===== config.mk =====
export PLATFORM = sky130hd
export DESIGN_NAME = commit_writeback_ctrl
export DESIGN_NICKNAME = d
export VERILOG_FILES = /design/src/rtl/commit_writeback_ctrl_pkg.sv /design/src/rtl/commit_writeback_ctrl_conflict_chk.sv /design/src/rtl/commit_writeback_ctrl.sv
export SDC_FILE = /design/constraint.sdc
export NUM_CORES = 1
export LEC_CHECK = 0
export BUFFER_PORTS_ARGS = -buffer_cell sky130_fd_sc_hd__buf_2
export CORE_AREA = 3 3 167 169
export DETAILED_ROUTE_END_ITERATION = 6
export DIE_AREA = 0 0 170 172
export PLACE_DENSITY = 0.61
export SETUP_SLACK_MARGIN = 0.15
export SLEW_MARGIN = 20
export SYNTH_ARGS = -nofsm -noshare
export SYNTH_HDL_FRONTEND = slang
export SYNTH_HIERARCHICAL = 1
export SYNTH_SLANG_ARGS = --single-unit

===== constraint.sdc =====
create_clock -name clk_i -period 16.38 [get_ports clk_i]
set_input_delay 3.276 -clock clk_i [delete_from_list [all_inputs] [get_ports clk_i]]
set_output_delay 3.276 -clock clk_i [all_outputs]
set_load 0.005 [all_outputs]

===== src/rtl/commit_writeback_ctrl_pkg.sv =====
// Shared constants, FSM state type and helpers for the commit/writeback controller.
package commit_writeback_ctrl_pkg;
  localparam int NR_COMMIT_PORTS = 2;
  localparam int REG_ADDR_W      = 5;

  typedef enum logic [0:0] {
    ST_RUN        = 1'b0,
    ST_WAIT_FLUSH = 1'b1
  } cwb_state_e;

  // GPR x0 is hardwired zero and is never written; FPR f0 is a real register.
  function automatic logic writes_reg(input logic fpr, input logic [REG_ADDR_W-1:0] rd);
    return fpr | (rd != '0);
  endfunction
endpackage


===== src/rtl/commit_writeback_ctrl_conflict_chk.sv =====
// Same-cycle destination clash between the two commit head entries.
module commit_conflict_chk
  import commit_writeback_ctrl_pkg::*;
#(
  parameter int NUM_THREADS_LOG = 1
) (
  input  logic [NR_COMMIT_PORTS-1:0]                       drop,
  input  logic [NR_COMMIT_PORTS-1:0]                       fpr,
  input  logic [NR_COMMIT_PORTS-1:0][REG_ADDR_W-1:0]       rd,
  input  logic [NR_COMMIT_PORTS-1:0][NUM_THREADS_LOG-1:0]  tid,
  output logic                                             conflict
);
  assign conflict = ~drop[0] & ~drop[1] &
                    (tid[0] == tid[1]) & (fpr[0] == fpr[1]) & (rd[0] == rd[1]) &
                    writes_reg(fpr[0], rd[0]);
endmodule


===== src/rtl/commit_writeback_ctrl.sv =====
// Commit/writeback controller: retires up to two scoreboard head entries per cycle.
// Build macro COMMIT_PERF_CNT_EN adds per-thread retired-instruction counters.
module commit_writeback_ctrl #(
  parameter int XLEN            = 64,
  parameter int NUM_THREADS_LOG = 1,
  parameter int NR_COMMIT_PORTS = 2
) (
  input  logic                                             clk_i,
  input  logic                                             rst_i,
  input  logic [NR_COMMIT_PORTS-1:0]                       commit_valid_i,
  input  logic [NR_COMMIT_PORTS-1:0]                       commit_drop_i,
  input  logic [NR_COMMIT_PORTS-1:0]                       commit_ex_i,
  input  logic [NR_COMMIT_PORTS-1:0][4:0]                  commit_rd_i,
  input  logic [NR_COMMIT_PORTS-1:0]                       commit_fpr_i,
  input  logic [NR_COMMIT_PORTS-1:0][XLEN-1:0]             commit_result_i,
  input  logic [NR_COMMIT_PORTS-1:0][NUM_THREADS_LOG-1:0]  commit_tid_i,
  input  logic                                             halt_i,
  input  logic                                             flush_i,
  output logic [NR_COMMIT_PORTS-1:0]                       commit_ack_o,
  output logic [NR_COMMIT_PORTS-1:0][4:0]                  waddr_o,
  output logic [NR_COMMIT_PORTS-1:0][XLEN-1:0]             wdata_o,
  output logic [NR_COMMIT_PORTS-1:0]                       we_gpr_o,
  output logic [NR_COMMIT_PORTS-1:0]                       we_fpr_o,
  output logic [NR_COMMIT_PORTS-1:0][NUM_THREADS_LOG-1:0]  wb_thread_id_o,
  output logic                                             exception_valid_o,
  output logic [NUM_THREADS_LOG-1:0]                       exception_tid_o,
  output logic [(2**NUM_THREADS_LOG)-1:0][63:0]            retired_cnt_o
);
  import commit_writeback_ctrl_pkg::*;

  localparam int NT = 2**NUM_THREADS_LOG;

  cwb_state_e                  state_q;
  logic                        run_ok;
  logic                        conflict;
  logic                        take_ex;
  logic [NR_COMMIT_PORTS-1:0]  ack;
  logic [NR_COMMIT_PORTS-1:0]  retire;

  commit_conflict_chk #(.NUM_THREADS_LOG(NUM_THREADS_LOG)) u_conflict_chk (
    .drop     (commit_drop_i),
    .fpr      (commit_fpr_i),
    .rd       (commit_rd_i),
    .tid      (commit_tid_i),
    .conflict (conflict)
  );

  // Port 1 is younger: it may only retire alongside a clean port-0 retirement.
  always_comb begin
    run_ok  = (state_q == ST_RUN) & ~halt_i & ~flush_i & ~rst_i;
    ack     = '0;
    ack[0]  = run_ok & commit_valid_i[0];
    ack[1]  = ack[0] & ~commit_ex_i[0] & commit_valid_i[1] & ~commit_ex_i[1] & ~conflict;
    retire  = ack & ~commit_drop_i & ~commit_ex_i;
    take_ex = ack[0] & commit_ex_i[0] & ~commit_drop_i[0];
  end

  assign commit_ack_o = ack;

  always_ff @(posedge clk_i or posedge rst_i) begin
    if (rst_i) begin
      state_q <= ST_RUN;
    end else begin
      case (state_q)
        ST_RUN:        if (take_ex) state_q <= ST_WAIT_FLUSH;
        ST_WAIT_FLUSH: if (flush_i) state_q <= ST_RUN;
        default:       state_q <= ST_RUN;
      endcase
    end
  end

  always_ff @(posedge clk_i or posedge rst_i) begin
    if (rst_i) begin
      waddr_o           <= '0;
      wdata_o           <= '0;
      we_gpr_o          <= '0;
      we_fpr_o          <= '0;
      wb_thread_id_o    <= '0;
      exception_valid_o <= 1'b0;
      exception_tid_o   <= '0;
    end else begin
      for (int p = 0; p < NR_COMMIT_PORTS; p++) begin
        we_gpr_o[p] <= retire[p] & ~commit_fpr_i[p] & (commit_rd_i[p] != 5'd0);
        we_fpr_o[p] <= retire[p] & commit_fpr_i[p];
        if (retire[p]) begin
          waddr_o[p]        <= commit_rd_i[p];
          wdata_o[p]        <= commit_result_i[p];
          wb_thread_id_o[p] <= commit_tid_i[p];
        end
      end
      exception_valid_o <= take_ex;
      if (take_ex) exception_tid_o <= commit_tid_i[0];
    end
  end

`ifdef COMMIT_PERF_CNT_EN
  logic [NT-1:0][63:0] cnt_q;
  logic [NT-1:0][1:0]  cnt_inc;

  always_comb begin
    cnt_inc = '0;
    for (int t = 0; t < NT; t++)
      for (int p = 0; p < NR_COMMIT_PORTS; p++)
        if (retire[p] && (commit_tid_i[p] == NUM_THREADS_LOG'(t)))
          cnt_inc[t] = cnt_inc[t] + 2'd1;
  end

  always_ff @(posedge clk_i or posedge rst_i) begin
    if (rst_i) begin
      cnt_q <= '0;
    end else begin
      for (int t = 0; t < NT; t++) cnt_q[t] <= cnt_q[t] + 64'(cnt_inc[t]);
    end
  end

  assign retired_cnt_o = cnt_q;
`else
  assign retired_cnt_o = '0;
`endif
endmodule

==> reports/qor.csv <==
stage;metric;value;unit
outcome;status;finished clean;
global_routing;grt-busiest-layer;met2;
setup_path;path_class;in -> out;
setup_path;reg2reg_from;state_q;
clock_network;cts_hold_buf;0;
setup_path;crit_top_cell;buf_2;
placement;routabilityCongestion;0.743;
timing;hold_viol_final;0;
placement;dp_hpwl;12800;um
route;vias;4281;
final_layout;nets;926;
setup_path;reg2reg_slack;13.24;ns
final_layout;drive_gt1_frac;0.602;
route;ant_nets;0;
route;drc_errors;0;
timing;whs;0.484;ns
setup_path;path_depth;7;
floorplan;die_y;172;um
setup_path;path_delay_family;simple AND/OR/NAND/NOR gates;
setup_path;worstPathRequired;13.10;ns
route;wirelength;16800;um
clock_network;clockBufferDepth;2;
setup_path;worstPathCellList;buf_2, xor2_1, nor2_1, o2111a_1, or4b_1, nor3b_1, buf_2;
setup_path;end_kind;primary output;
final_layout;layout_commonest_cell;buf_2;
timing;slew_headroom;0.328;
timing;setup_viol_count_final;0;
timing;finClkSkew;0.0165;ns
floorplan;start_util;0.247;
timing;post-route-period-util;0.516;
floorplan;die_w;170;um
route;wl_per_cell;14.9;um
timing;drv_slew;0;
final_layout;layout_common_cells;buf_2, dfrtp_1, mux2_2;
setup_path;crit_path_top_delay_cell;or4b_1;
flow_run;max_cap_viol_count;0;
setup_path;rr_worst_depth;4;
clock_network;insertion_delay;0.42;ns
clock_network;postCtsResizedCells;0;
setup_path;max_stage_delay;0.56;ns
global_routing;grt_max_degree;77;
timing;rsz0062_at_grt;false;
setup_path;path_max_fanout;3;
timing;fin_crit;8.45;ns
clock_network;clkTransAtPathRegs;0.06;ns
setup_path;reg2reg_to;wdata_o[95];
synth;yosysUniqueCellTypes;26;
synth;ys_ff_latch;147;
synth;yosys_warnings;6;
floorplan;io_pins;428;
floorplan;core;26700;um^2
final_layout;syn2layout_area_growth;30.3;%
final_layout;diodes;0;
clock_network;cts_root_buf;clkbuf_16;
synth;syn_inst;467;
clock_network;cts_setup_buffers;0;
power_and_ir_drop;p_leak;0.00486;uW
route;drt_first_pass_iters;4;
power_and_ir_drop;power.density;115;nW/um^2
synth;netlist_area;6600;um^2
route;drt_iter0_markers;86;
global_routing;grt_usage;0.108;
global_routing;use_met2;0.195;
global_routing;grt_pass1_wl;23900;um
global_routing;grt.overflow.total;0;
power_and_ir_drop;ir_drop;50.5;uV
hold_path;hold_path_end;wdata_o[83];
hold_path;min_path_cells;1;
setup_path;critPathArrivalTime;5.17;ns
final_layout;fin_util;0.322;
global_routing;grt_pass1_vias;4206;
timing;tns;0;ns
clock_network;clock_tree.htree_level_count;4;
clock_network;cts_tree;done;
timing;worst_pin_slew;1.01;ns
setup_path;startpoint_type;primary input;
floorplan;row_count;60;
floorplan;dieArea;29200;um^2
global_routing;antenna_found_initial;0;
synth;ys_seq_area_frac;0.557;
route;viasPerCell;3.80;
hold_path;hold_class;reg -> reg;
global_routing;grtUsageMet3;0.0361;
clock_network;clock_sinks;147;
clock_network;cts_buffers;17;
placement;portBuffers;299;
hold_path;min_from;wdata_o[83];
timing;fmax;118;MHz
global_routing;grt_use_met1;0.121;
synth;syn_area_per_cell;14.1;um^2
final_layout;nFillCells;2779;
setup_path;crit_buf_inv;2;
worst max-delay path by stage:
stage | from | endpoint | slack [ns]
floorplan | rst_i | commit_ack_o[0] | 6.34
global placement | commit_tid_i[1] | commit_ack_o[1] | 7.69
detailed placement | commit_tid_i[1] | commit_ack_o[1] | 7.73
CTS | commit_tid_i[1] | commit_ack_o[1] | 7.72
global route | commit_tid_i[1] | commit_ack_o[1] | 7.69
finish | commit_tid_i[1] | commit_ack_o[1] | 7.93
power by group:
| group | total (uW) | switching (uW) | internal (uW) |
|---|---|---|---|
| registers | 433 | 21.9 | 411 |
| clock network | 408 | 170 | 239 |
| logic | 146 | 65.4 | 80.4 |
sequential cells by signal (all words and copies together) (netlist names):
register / cells
exception_tid_o: 1
exception_valid_o: 1
we_fpr_o: 2
waddr_o: 10
we_gpr_o: 2
state_q: 1
wdata_o: 128
wb_thread_id_o: 2
cell families (layout without fill, tap and decap cells):
kind of cell | count (synthesis) | in the layout | share of synthesized area
other cells | 1 | 128 | 0.000568
simple gates | 20 | 20 | 0.0205
compound gates | 6 | 6 | 0.00929
flops | 147 | 147 | 0.557
mux | 141 | 141 | 0.241
xor+xnor | 6 | 6 | 0.00796
buf+inv | 146 | 339 | 0.164
stage by stage:
stage,power (uW),instance area (um^2),cells,setup WS [ns]
after floorplan,524,7080,594,6.34
after global placement,585,7970,1095,7.69
after detailed placement,589,7970,1095,7.73
after CTS,1010,8590,1127,7.72
after global routing,1040,8600,1128,7.69
final,987,8600,1128,7.93
final cells by class:
cell class                      instances  area [um^2]  area share
Timing Repair Buffer                  303         1530       0.178
Multi-Input combinational cell        301         2330       0.271
Clock inverter                         13          164      0.0191
Sequential cell                       147         3680       0.428
Inverter                                4         20.0     0.00233
Clock buffer                           19          453      0.0527
Tap cell                              341          427      0.0496
per-layer routing:
| layer | part of all wire | up-vias |
|---|---|---|
| li1 | - | 1942 |
| met1 | 0.38 | 2105 |
| met2 | 0.53 | 218 |
| met3 | 0.074 | 16 |
| met4 | 0.015 | 0 |
| met5 | 0 | - |
synthesized netlist by cell type:
master	n	share of area
a2111oi_4	1	0.0042
a21o_1	1	0.0011
a21oi_1	2	0.0015
and2_1	1	0.00095
and3_1	1	0.00095
and3b_1	1	0.0013
and4b_1	1	0.0015
buf_4	128	0.15
buf_6	7	0.012
clkbuf_1	7	0.0040
conb_1	1	0.00057
dfrtp_1	147	0.56
inv_1	4	0.0023
mux2_1	6	0.010
mux2_2	135	0.23
nand3_1	1	0.00076
nor2_1	7	0.0040
nor3_1	3	0.0023
nor3b_1	1	0.0011
nor4b_1	1	0.0013
nor4b_4	1	0.0036
o2111a_1	1	0.0017
o21ai_0	1	0.00076
or4_1	1	0.0011
or4b_1	1	0.0015
xor2_1	6	0.0080
worst reg2reg max path: stages, from the launching register on:
cell and delay [ns]:
dfrtp_1 0.38, nor4b_1 0.84, nor4b_4 0.62, buf_4 0.73, mux2_2 0.46
(Power assumes the default switching activity.)
